<file path="src/rtl/barker_pkg.sv">
// rtl/barker_pkg.sv - Barker-13 code constant and popcount helper shared by the correlator
package barker_pkg;

  localparam int BARKER_LEN = 13;

  // Bit k holds chip c[k] in transmit order (c[0] is sent first).
  localparam logic [BARKER_LEN-1:0] BARKER13 = 13'b1010110011111;

  function automatic logic [3:0] popcount13(input logic [BARKER_LEN-1:0] v);
    logic [3:0] n;
    n = '0;
    for (int k = 0; k < BARKER_LEN; k++) begin
      n = n + {3'b000, v[k]};
    end
    return n;
  endfunction

endpackage

</file>
<file path="src/rtl/axis_1bit.sv">
// rtl/axis_1bit.sv - single-bit AXI-Stream style channel with master/slave views
interface axis_1bit;

  logic tdata;
  logic tvalid;
  logic tlast;
  logic tready;

  modport master (output tdata, output tvalid, output tlast, input tready);
  modport slave  (input tdata, input tvalid, input tlast, output tready);

endinterface

</file>
<file path="src/rtl/barker_match_core.sv">
// rtl/barker_match_core.sv - 13-chip window, agreement count and threshold compare
module barker_match_core
  import barker_pkg::*;
#(
  parameter int ARCH_TYPE = 0,
  parameter int THRESHOLD = 13
) (
  input  logic clk_i,
  input  logic rst_i,
  input  logic adv_i,
  input  logic shift_i,
  input  logic chip_i,
  output logic detect_o
);

  localparam logic [3:0] THR = 4'(THRESHOLD);

  logic [BARKER_LEN-1:0] win_q;
  logic [BARKER_LEN-1:0] win_d;

  // Newest chip enters at the top so bit 0 is the oldest and lines up with c[0].
  assign win_d = shift_i ? {chip_i, win_q[BARKER_LEN-1:1]} : win_q;

  if (ARCH_TYPE == 0) begin : g_single
    logic det_q;

    always_ff @(posedge clk_i) begin
      if (rst_i) begin
        win_q <= '0;
        det_q <= 1'b0;
      end else if (adv_i && shift_i) begin
        win_q <= win_d;
        det_q <= popcount13(~(win_d ^ BARKER13)) >= THR;
      end
    end

    assign detect_o = det_q;
  end else begin : g_pipe
    logic [BARKER_LEN-1:0] agree_q;
    logic [3:0]            sum_lo_q;
    logic [3:0]            sum_hi_q;
    logic                  det_q;

    // Stages move together on advance; bubbles carry stale data that the
    // valid pipeline in the wrapper masks off.
    always_ff @(posedge clk_i) begin
      if (rst_i) begin
        win_q    <= '0;
        agree_q  <= '0;
        sum_lo_q <= '0;
        sum_hi_q <= '0;
        det_q    <= 1'b0;
      end else if (adv_i) begin
        win_q    <= win_d;
        agree_q  <= ~(win_d ^ BARKER13);
        sum_lo_q <= popcount13({6'b000000, agree_q[6:0]});
        sum_hi_q <= popcount13({agree_q[12:7], 7'b0000000});
        det_q    <= (sum_lo_q + sum_hi_q) >= THR;
      end
    end

    assign detect_o = det_q;
  end

endmodule

</file>
<file path="src/rtl/barker_correlator.sv">
// rtl/barker_correlator.sv - streaming Barker-13 detector, one detect beat per accepted chip
module barker_correlator
  import barker_pkg::*;
#(
  parameter int ARCH_TYPE = 0,
  parameter int THRESHOLD = 13
) (
  input  logic i_clk,
  input  logic i_rst,
  input  logic s_axis_tdata,
  input  logic s_axis_tvalid,
  input  logic s_axis_tlast,
  output logic s_axis_tready,
  output logic m_axis_tdata,
  output logic m_axis_tvalid,
  output logic m_axis_tlast,
  input  logic m_axis_tready
);

  localparam int LAT = (ARCH_TYPE == 0) ? 1 : 3;

  axis_1bit s_if ();
  axis_1bit m_if ();

  logic           advance;
  logic           s_fire;
  logic [LAT-1:0] vld_q;
  logic [LAT-1:0] last_q;

  assign s_if.tdata    = s_axis_tdata;
  assign s_if.tvalid   = s_axis_tvalid;
  assign s_if.tlast    = s_axis_tlast;
  assign s_axis_tready = s_if.tready;

  assign m_if.tready   = m_axis_tready;
  assign m_axis_tdata  = m_if.tdata;
  assign m_axis_tvalid = m_if.tvalid;
  assign m_axis_tlast  = m_if.tlast;

  // The whole pipe freezes only while a finished beat waits on the consumer.
  assign advance     = !m_if.tvalid || m_if.tready;
  assign s_if.tready = advance && !i_rst;
  assign s_fire      = s_if.tvalid && s_if.tready;

  always_ff @(posedge i_clk) begin
    if (i_rst) begin
      vld_q  <= '0;
      last_q <= '0;
    end else if (advance) begin
      vld_q[0]  <= s_fire;
      last_q[0] <= s_if.tlast;
      for (int i = 1; i < LAT; i++) begin
        vld_q[i]  <= vld_q[i-1];
        last_q[i] <= last_q[i-1];
      end
    end
  end

  barker_match_core #(
    .ARCH_TYPE (ARCH_TYPE),
    .THRESHOLD (THRESHOLD)
  ) u_core (
    .clk_i    (i_clk),
    .rst_i    (i_rst),
    .adv_i    (advance),
    .shift_i  (s_fire),
    .chip_i   (s_if.tdata),
    .detect_o (m_if.tdata)
  );

  assign m_if.tvalid = vld_q[LAT-1];
  assign m_if.tlast  = last_q[LAT-1];

endmodule

</file>
<file path="config.mk">
export PLATFORM = sky130hd
export DESIGN_NAME = barker_correlator
export DESIGN_NICKNAME = d
export VERILOG_FILES = /design/src/rtl/barker_pkg.sv /design/src/rtl/axis_1bit.sv /design/src/rtl/barker_match_core.sv /design/src/rtl/barker_correlator.sv
export SDC_FILE = /design/constraint.sdc
export NUM_CORES = 1
export LEC_CHECK = 0
export ABC_AREA = 1
export BUFFER_PORTS_ARGS = -buffer_cell sky130_fd_sc_hd__buf_4
export CAP_MARGIN = 10
export CORE_MARGIN = 2
export CORE_UTILIZATION = 30
export DETAILED_ROUTE_END_ITERATION = 6
export GPL_TIMING_DRIVEN = 0
export PLACE_DENSITY_LB_ADDON = 0.2
export SYNTH_ARGS = -nofsm -noshare
export SYNTH_HDL_FRONTEND = slang
export SYNTH_SLANG_ARGS = --single-unit
</file>
<file path="constraint.sdc">
create_clock -name i_clk -period 5.9 [get_ports i_clk]
set_input_delay 1.18 -clock i_clk [delete_from_list [all_inputs] [get_ports i_clk]]
set_output_delay 1.18 -clock i_clk [all_outputs]
set_load 0.05 [all_outputs]
</file>
# [After elaboration in Yosys (flattened, before gate mapping)]
# Cells that the tools add are included.
[op_classes] n_lt_le_gt_ge=1 n_bitwise=2 addsub=12 n_reduce_logical=6 mux=1
[ops] cell="4-bit by 1-bit adder with 4-bit output" count=11
[ops] cell="13-bit two-way mux" count=1
[ops] cell="13-bit NOT" count=1
[ops] cell="9-bit NOT" count=1
[ops] cell="4-bit >= comparator (second input constant)" count=1
[ops] cell="1-bit logical AND" count=3
[ops] cell="1-bit by 1-bit adder with 2-bit output" count=1
[ops] cell="1-bit logical NOT" count=2
[ops] cell="1-bit logical OR" count=1
[totals] register_bits=16 elab_cells=26 input_bits=6

# [Logic depth before layout (Yosys ltp)]
# Gate-level depths: netlist (run 1).
[depth] depth_word=20 ltp_mapped=23

# [Modules after synthesis]
# From an unflattened synthesis (run 1), not the netlist that was laid out.
[unflattened] cells_unflattened=132 hier_area_um2=1096.1
[by_module_without_submodules] module="barker_match_core" n_inst=1 seq_area_each_um2=280.3 cells_per_inst=116 area_each_um2=997.2
[by_module_without_submodules] module="barker_correlator" n_inst=1 seq_area_each_um2=40.0 cells_per_inst=16 area_each_um2=98.8

# [Worst setup path after synthesis (run 1)]
# No wires, ideal clock.
[synth_timing] kind="in2reg" from="in i_rst" to="reg u_core.g_single.det_q, in the netlist u_core.detect_o" path_slack_ps=614 n_path_buf=3 required_time_ps=5834 path_stages=21 setup_time_ps=66 arrival_ps=5220 path_cell_list="buf_6 > nand3b_4 > buf_6 > buf_6 > o21ai_1 > inv_1 > ha_1 > inv_1 > fa_1 > inv_1 > fa_1 > fa_1 > fa_1 > ha_1 > fa_1 > inv_1 > nand2_1 > nand3_1 > nor2_2 > nand2_1 > a21oi_2"
[synth_between] elab_chain_len=19 elab_cells_between_ends=20 classes_between="add/sub: 12; order compare: 1; mux: 1; bitwise: 2; reduce/logical: 4"
[synth_rtl] element="from (decl)" line_no="barker_correlator.sv:9" source="input logic i_rst,"
[synth_rtl] element="1-bit logical NOT" line_no="barker_correlator.sv:42" source="assign s_if.tready = advance && !i_rst;"
[synth_rtl] element="1-bit logical AND" line_no="barker_correlator.sv:42"
[synth_rtl] element="1-bit logical AND" line_no="barker_correlator.sv:43" source="assign s_fire = s_if.tvalid && s_if.tready;"
[synth_rtl] element="13-bit two-way mux" line_no="barker_match_core.sv:22" source="assign win_d = shift_i ? {chip_i, win_q[BARKER_LEN-1:1]} : win_q;"
[synth_rtl] element="via u_core.win_d[0]" line_no="barker_match_core.sv:19" source="logic [BARKER_LEN-1:0] win_d;"
[synth_rtl] element="9-bit NOT (no source line)"
[synth_rtl] element="13-bit NOT" line_no="barker_match_core.sv:33" source="det_q <= popcount13(~(win_d ^ BARKER13)) >= THR;"
[synth_rtl] element="1-bit by 1-bit adder with 2-bit output" line_no="barker_pkg.sv:13" source="n = n + {3'b000, v[k]};"
[synth_rtl] element="4-bit by 1-bit adder with 4-bit output (11 in series)" line_no="barker_pkg.sv:13"
[synth_rtl] element="4-bit >= comparator" line_no="barker_match_core.sv:33"
[synth_rtl] element="to (signal assigned)" line_no="barker_match_core.sv:30" source="det_q <= 1'b0;"
[synth_rtl] element="to (signal assigned)" line_no="barker_match_core.sv:33"
[synth_rtl] element="to (decl)" line_no="barker_match_core.sv:25" source="logic det_q;"
# The timed path passes the listed nets, and every way through them passes these cells.
# A chain may end at the register's enable or synchronous reset.

# [Final worst setup path (run 1)]
[layout_timing] from="in m_axis_tready" to="reg u_core.g_single.det_q, in the netlist u_core.detect_o"
[layout_between] elab_chain_len=19 elab_cells_between_ends=20 classes_between="add/sub: 12; order compare: 1; mux: 1; bitwise: 2; reduce/logical: 4"
[layout_rtl] element="from (decl)" line_no="barker_correlator.sv:17" source="input logic m_axis_tready"
[layout_rtl] element="1-bit logical OR" line_no="barker_correlator.sv:41" source="assign advance = !m_if.tvalid || m_if.tready;"
[layout_rtl] element="1-bit logical AND" line_no="barker_correlator.sv:42"
[layout_rtl] element="1-bit logical AND" line_no="barker_correlator.sv:43"
[layout_rtl] element="13-bit two-way mux" line_no="barker_match_core.sv:22"
[layout_rtl] element="via u_core.win_d[0]" line_no="barker_match_core.sv:19"
[layout_rtl] element="9-bit NOT (no source line)"
[layout_rtl] element="13-bit NOT" line_no="barker_match_core.sv:33"
[layout_rtl] element="1-bit by 1-bit adder with 2-bit output" line_no="barker_pkg.sv:13"
[layout_rtl] element="4-bit by 1-bit adder with 4-bit output (11 in series)" line_no="barker_pkg.sv:13"
[layout_rtl] element="4-bit >= comparator" line_no="barker_match_core.sv:33"
# The timed path passes the listed nets, and every way through them passes these cells.

==> results of run 1 <==
cells in the mapped netlist, types with 2 or more instances:
| cell | instances | area, sq um |
|---|---|---|
| inv_1 | 23 | 86.33 |
| a21oi_2 | 2 | 17.52 |
| fa_1 | 7 | 140.1 |
| o21ai_1 | 12 | 60.06 |
| nand2_1 | 24 | 90.09 |
| nor2_1 | 12 | 45.04 |
| buf_6 | 3 | 33.78 |
| dfxtp_1 | 16 | 320.3 |
| a21oi_1 | 3 | 15.01 |
| nor2b_1 | 4 | 25.02 |
| ha_1 | 7 | 87.58 |
| nand3_1 | 4 | 20.02 |
sequential cells by signal, summed over array words and instances (netlist names):
| name | count |
|---|---|
| u_core.win_q | 13 |
| m_axis_tlast | 1 |
| m_axis_tvalid | 1 |
| u_core.detect_o | 1 |
cells by family after synthesis:
family | synth area share [%]
and+or+nand+nor | 21.15
buffers and inverters | 13.20
DFF | 32.82
AOI/OAI and AO/OA | 9.487
adders and majority gates | 23.33
layout by cell type (no fill, tap or decap):
cell type	count
a21oi_1	3
a21oi_2	2
buf_2	1
buf_4	8
buf_6	3
clkbuf_1	1
clkbuf_4	3
dfxtp_1	16
fa_1	7
ha_1	7
inv_1	23
nand2_1	24
nand3_1	4
nand3b_4	1
nor2_1	12
nor2_2	1
nor2b_1	4
o21ai_1	12
final timing paths:
kind	start	endpoint	slack, ps	cells after the start
max	m_axis_tready	u_core.detect_o	590	24
min	m_axis_tlast	m_axis_tlast	460	2
max reg2reg	m_axis_tvalid	u_core.detect_o	1290	22
min reg2reg	m_axis_tlast	m_axis_tlast	460	2
metal layers:
metal / up-vias / track usage [%]
met4: 0 / 6.522
met5: - / 0
met2: 9 / 17.93
met1: 325 / 12.83
li1: 394 / -
met3: 2 / 1.891
final cells by class:
class                   count  area (sq um)  area share, %
clock buffers               3         22.52          2.022
repair buffers              8         60.06          5.393
inverters                  23         86.33          7.753
plain buffers               5         42.54          3.820
multi-input cells          77         526.8          47.30
well taps                  44         55.05          4.944
flip-flops and latches     16         320.3          28.76
worst max-delay path: stages:
cell and delay (ps):
buf_4 110, inv_1 40, nand2_1 120, nand3b_4 110
buf_6 130, buf_6 150, nand2_1 50, o21ai_1 90
inv_1 60, ha_1 270, inv_1 40, fa_1 470
inv_1 50, fa_1 470, fa_1 590, fa_1 430
ha_1 240, fa_1 500, inv_1 40, nand2_1 50
nand3_1 80, nor2_2 80, nand2_1 70, a21oi_2 100
report_power, final:
| group | switching (W) | internal (W) |
|---|---|---|
| logic | 0.000103 | 0.0000780 |
| clock network | 0.0000324 | 0.0000236 |
| registers | 0.00000217 | 0.000114 |
| total | 0.000138 | 0.000215 |
metrics by stage:
stage | util, % | area [sq um] | std cells
finish | 36.18 | 1114 | 176
global route | 36.18 | 1114 | 176
CTS | 36.18 | 1114 | 176
detailed placement | 35.45 | 1091 | 173
global placement | 35.45 | 1091 | 173
floorplan | - | 975.9 | 121
==> results.txt, run 1 <==
status -> completed
Ports -> 10
Final GP Congestion -> 0.6997
post-CTS resize count -> 0
CP Class -> primary input to register
CTS tree -> done
top routing layer used -> met4
crit-path max FO -> 10
WL final -> 1652 um
period utilisation layout -> 89.99%
routed wl met3 -> 47 um
Hold Crit Class -> register to register
post-place setup slack -> 275.2 ps
total power -> 0.0003531 W
row count -> 20
clock sinks -> 16
clock latency on the worst-skew pair -> 280 ps
# DRC -> 0
Setup WS post-layout -> 590.9 ps
Worst IR Drop VDD -> 0.0001690 V
RSZ-0062 raised after global routing -> no
All-Layer GR Usage -> 10.74%
I/O Buffers -> 8
Leak Pwr -> 0.5540 nW
Post-DP HPWL -> 1337 um
final-report setup violation count -> 0
Seq cells post-synth -> 16
vias in the first global route -> 694
syn avg cell area -> 8.066 sq um
Post-synth EDFFs -> 0
Slew Limit Headroom -> 68.54%
fin crit period -> 5309 ps
Pwr per Cell Area -> 317.1 nW/um^2
CTS max path bufs -> 2
Post-Route M1 WL -> 827 um
GRT Residual Overflow -> 0
Initial Util -> 31.71%
initial antenna violation count -> 0
Peak Freq -> 0.1884 GHz
share of cells above drive strength 1 -> 14.39%
pins over their slew limit -> 0
clk root buf -> clkbuf_4
WHS -> 462.4 ps
Synthesis Warnings -> 0
H-tree Lvls -> 1
Post-CTS Setup Inserts -> 0
P&R area growth vs syn -> 14.10%
Iter 0 DRT Violations -> 15
DR vias -> 730
final hold vios -> 0
via-per-instance ratio -> 4.148
clock-pin slew on the worst setup and hold paths -> 90 ps
arrival time at the worst endpoint -> 5530 ps
number of CTS-inserted buffers -> 3
mapped cell area -> 975.9 sq um
library cells used by synthesis -> 16
Least-Margin Pin Slew -> 471.8 ps
DR WL/cell -> 9.386 um
ys async rst share -> 0%
Post-synth top flop -> dfxtp_1
post-route ant nets -> 0
Synth Instances -> 121
WP data required -> 6120 ps
Crit. End Element -> register
hold_buf cts -> 0
Mapped Nets -> 141
clk_skew -> 5.273 ps
# diodes -> 0
DIE HEIGHT -> 61.04 um
post-synthesis sequential area ratio -> 32.82%
die area -> 3725 sq um
Fillers -> 337
pin count of the biggest net entering global routing -> 11
MaxCap Viol Count -> 0
Die Wd -> 61.04 um
setup TNS -> 0 ps
DRT Pass-1 Iters -> 4
first-pass GRT wire length -> 2898 um
Worst setup SP type -> primary input
Total Nets Final -> 154
met2 routed WL -> 749 um
placeable core area -> 3078 sq um
No activity file was read; power rests on OpenSTA's default activity.
==> run 2: changes to the inputs <==
CORE_UTILIZATION = 44   (was 30)
REMOVE_ABC_BUFFERS = 1   (was default)
==> results.txt, run 2 (synthesized netlist as in run 1, its figures left out) <==
status -> completed
CTS tree -> done
fin crit period -> 5313 ps
total power -> 0.0003752 W
placeable core area -> 2148 sq um
final-report setup violation count -> 0
Die Wd -> 51.10 um
setup TNS -> 0 ps
post-CTS resize count -> 0
clock-pin slew on the worst setup and hold paths -> 90 ps
RSZ-0062 raised after global routing -> no
Total Nets Final -> 150
area of the multi-input gates -> 526.8 sq um
hold_buf cts -> 0
Placed Area -> 1036 sq um
clk_skew -> 4.275 ps
Storage cell area -> 320.3 sq um
via-per-instance ratio -> 4.529
Worst IR Drop VDD -> 0.0002219 V
Peak Freq -> 0.1882 GHz
period utilisation layout -> 90.04%
WL final -> 1521 um
first-pass GRT wire length -> 2835 um
WP data required -> 6120 ps
Hold Crit Class -> register to register
clock latency on the worst-skew pair -> 280 ps
P&R area growth vs syn -> 9.872%
DR WL/cell -> 9.688 um
clock sinks -> 16
All-Layer GR Usage -> 14.36%
clk root buf -> clkbuf_4
Ports -> 10
GRT Residual Overflow -> 0
Largest register FFs -> 13
Iter 0 DRT Violations -> 13
crit-path max FO -> 29
post-route ant nets -> 0
Crit. End Element -> register
Worst setup SP type -> primary input
# diodes -> 0
Top reg by flops -> u_core.win_q
I/O Buffers -> 9
CP top delay family -> adder cells
slowest stage delay, CP -> 580 ps
pins over their slew limit -> 0
WP buf/inv -> 5
Pwr per Cell Area -> 349.9 nW/um^2
CP Class -> primary input to register
Initial Util -> 45.43%
share of cells above drive strength 1 -> 13.18%
H-tree Lvls -> 1
final hold vios -> 0
vias in the first global route -> 724
Post-CTS Setup Inserts -> 0
WHS -> 467.1 ps
Post-DP HPWL -> 1187 um
most common cell after layout, fill and taps aside -> nand2_1
initial antenna violation count -> 0
final instance area -> 1072 sq um
Leak Pwr -> 0.5438 nW
number of CTS-inserted buffers -> 3
Least-Margin Pin Slew -> 317.6 ps
DIE HEIGHT -> 51.10 um
commonest cells after routing, fill and taps aside -> 24 x nand2_1, 23 x inv_1, 16 x dfxtp_1, 12 x o21ai_1, 12 x nor2_1
Slew Limit Headroom -> 78.83%
pin count of the biggest net entering global routing -> 30
# DRC -> 0
DRT Pass-1 Iters -> 4
Final GP Congestion -> 0.7327
Critical-path top delay cell -> fa_1
row count -> 17
arrival time at the worst endpoint -> 5540 ps
die area -> 2611 sq um
CTS max path bufs -> 2
worst-path cell chain -> buf_4 -> nand3b_4 -> o21ai_1 -> inv_1 -> ha_1 -> inv_1 -> fa_1 -> inv_1 -> fa_1 -> fa_1 -> fa_1 -> ha_1 -> fa_1 -> inv_1 -> nand2_1 -> nand3_1 -> nor2_2 -> nand2_1 -> a21oi_2
CP dominant cell by count -> fa_1
MaxCap Viol Count -> 0
DR vias -> 711
Fillers -> 214
-- run 2: cell count changes in the layout (fill, tap and decap cells not counted), sizes merged --
cell  delta
buf      -3
-- run 2: area by class of cell --
class                   instances  area share, %
multi-input cells              77          49.12
flip-flops and latches         16          29.87
inverters                      23          8.051
repair buffers                  9          6.301
clock buffers                   4          3.384
well taps                      28          3.267
-- run 2: path summary, 6_finish.rpt --
path            startpoint         endpoint  slack (ps)  depth (start not counted)
max                  i_rst  u_core.detect_o         590                         19
min           m_axis_tlast     m_axis_tlast         470                          2
max reg2reg  m_axis_tvalid  u_core.detect_o        1270                         19
min reg2reg   m_axis_tlast     m_axis_tlast         470                          2
-- run 2: worst reg2reg max path: cells and delay by family (launching register included) --
kind / cells / cell delay [ps]
flops: 1 / 320
simple gates: 6 / 730
buf+inv: 4 / 200
compound gates: 2 / 360
fa+ha+maj: 7 / 2960
-- run 2: stage by stage --
stage,worst slack (ps),util (%),std cells
after floorplan,658.3,-,116
after global placement,300.3,48.22,153
after detailed placement,292.2,48.22,153
after CTS,563.1,49.91,157
after global routing,279.1,49.91,157
final,587.5,49.91,157
-- run 2: per-layer routing --
metal | GRT usage (%) | part of all wire, %
met5 | 0 | 0
met4 | 9.009 | 1.8
met3 | 2.924 | 2.9
met2 | 23.38 | 46
met1 | 17.19 | 49
-- run 2: report_power, final --
part	internal, W	switching, W
Combinational	0.0000773	0.000111
Clock	0.0000375	0.0000331
Sequential	0.000114	0.00000218
Total	0.000228	0.000147
==> run 3: changes to the inputs <==
GPL_TIMING_DRIVEN = default   (was 0)
==> results.txt, run 3 (synthesized netlist as in run 1, its figures left out) <==
status -> completed
Least-Margin Pin Slew -> 263.9 ps
DR WL/cell -> 9.236 um
via-per-instance ratio -> 4.389
final hold vios -> 0
crit-path max FO -> 18
WP buf/inv -> 5
Critical-path top delay cell -> fa_1
Worst setup SP type -> primary input
Initial Util -> 45.43%
post-place setup slack -> 498.4 ps
vias in the first global route -> 676
hold_buf cts -> 0
Iter 0 DRT Violations -> 5
post-route ant nets -> 0
CP top delay family -> adder cells
clk_skew -> 2.105 ps
placed insts -> 154
I/O Buffers -> 9
setup TNS -> 0 ps
WP data required -> 6120 ps
Crit. End Element -> register
Setup WS post-layout -> 801.2 ps
All-Layer GR Usage -> 14.20%
slowest stage delay, CP -> 580 ps
arrival time at the worst endpoint -> 5310 ps
CP Class -> primary input to register
final-report setup violation count -> 0
# DRC -> 0
DRT Pass-1 Iters -> 4
commonest cells after routing, fill and taps aside -> 24 x nand2_1, 23 x inv_1, 16 x dfxtp_1, 12 x o21ai_1, 12 x nor2_1
placeable core area -> 2148 sq um
post-CTS resize count -> 0
clk root buf -> clkbuf_4
Top reg by flops -> u_core.win_q
Slew Limit Headroom -> 82.29%
# diodes -> 0
clock latency on the worst-skew pair -> 270 ps
Largest register FFs -> 13
Total Nets Final -> 151
Hold Crit Class -> register to register
row count -> 17
Leak Pwr -> 0.5410 nW
CP dominant cell by count -> fa_1
initial antenna violation count -> 0
P&R area growth vs syn -> 9.231%
Post-CTS Setup Inserts -> 0
total power -> 0.0003463 W
MaxCap Viol Count -> 0
Pwr per Cell Area -> 324.8 nW/um^2
Finished Layout Cells -> 157
H-tree Lvls -> 1
critical path depth in cells -> 19
pin count of the biggest net entering global routing -> 20
pins over their slew limit -> 0
CTS max path bufs -> 2
hold depth -> 2
Die Wd -> 51.10 um
most common cell after layout, fill and taps aside -> nand2_1
WL final -> 1450 um
Final GP Congestion -> 0.7074
RSZ-0062 raised after global routing -> no
Fillers -> 226
GRT Residual Overflow -> 0
DIE HEIGHT -> 51.10 um
share of cells above drive strength 1 -> 13.18%
WHS -> 461.6 ps
number of CTS-inserted buffers -> 3
clock sinks -> 16
fin crit period -> 5099 ps
DR vias -> 689
worst-path cell chain -> buf_4 -> nand3b_4 -> o21ai_1 -> inv_1 -> ha_1 -> inv_1 -> fa_1 -> inv_1 -> fa_1 -> fa_1 -> fa_1 -> ha_1 -> fa_1 -> inv_1 -> nand2_1 -> nand3_1 -> nor2_2 -> nand2_1 -> a21oi_2
CTS tree -> done
clock-pin slew on the worst setup and hold paths -> 90 ps
die area -> 2611 sq um
Post-DP HPWL -> 1192 um
Peak Freq -> 0.1961 GHz
Ports -> 10
Worst IR Drop VDD -> 0.0002296 V
Worst R2R Path Depth -> 19
first-pass GRT wire length -> 2684 um
period utilisation layout -> 86.42%
[run 3: cell types whose count changed in the layout (fill, tap and decap cells not counted)]
cell / delta
buf_4: +1
clkbuf_8: -1
[run 3: cell type report]
| class | instances | area, sq um | share of cell area [%] |
|---|---|---|---|
| Tap cell | 28 | 35.03 | 3.286 |
| Multi-Input combinational cell | 77 | 526.8 | 49.41 |
| Inverter | 23 | 86.33 | 8.099 |
| Sequential cell | 16 | 320.3 | 30.05 |
| Clock buffer | 3 | 22.52 | 2.113 |
| Timing Repair Buffer | 10 | 75.07 | 7.042 |
[run 3: final timing paths]
kind | from | end | slack (ps)
worst max-delay path | i_rst | u_core.detect_o | 800
worst min-delay path | m_axis_tlast | m_axis_tlast | 460
worst max register to register | m_axis_tvalid | u_core.detect_o | 1480
worst min register to register | m_axis_tlast | m_axis_tlast | 460
[run 3: per-layer routing]
metal  track usage, %  vias up  part of all wire (%)  routed length, um
met1            16.91      294                    47                680
met3            2.632        2                   2.5                 36
met2            23.16        8                    49                713
li1                 -      385                     -                  -
met4            9.459        0                   1.3                 19
met5                0        -                     0                  0
[run 3: per-stage QoR]
stage / instance area, sq um / utilization (%)
after floorplan: 933.4 / -
after global placement: 1044 / 48.57
after detailed placement: 1044 / 48.57
after CTS: 1066 / 49.62
after global routing: 1066 / 49.62
final: 1066 / 49.62
[run 3: power by group]
part | switching [W] | internal [W]
clock network | 0.0000309 | 0.0000236
registers | 0.00000209 | 0.000114
logic | 0.000101 | 0.0000747
[run 3: worst reg2reg max path, stage by stage, from the launching register on]
cell and delay [ps]:
dfxtp_1 320, nand2_1 160, nand3b_4 160, o21ai_1 180
inv_1 60, ha_1 270, inv_1 40, fa_1 480
inv_1 50, fa_1 480, fa_1 580, fa_1 430
ha_1 240, fa_1 480, inv_1 40, nand2_1 50
nand3_1 90, nor2_2 80, nand2_1 60, a21oi_2 100
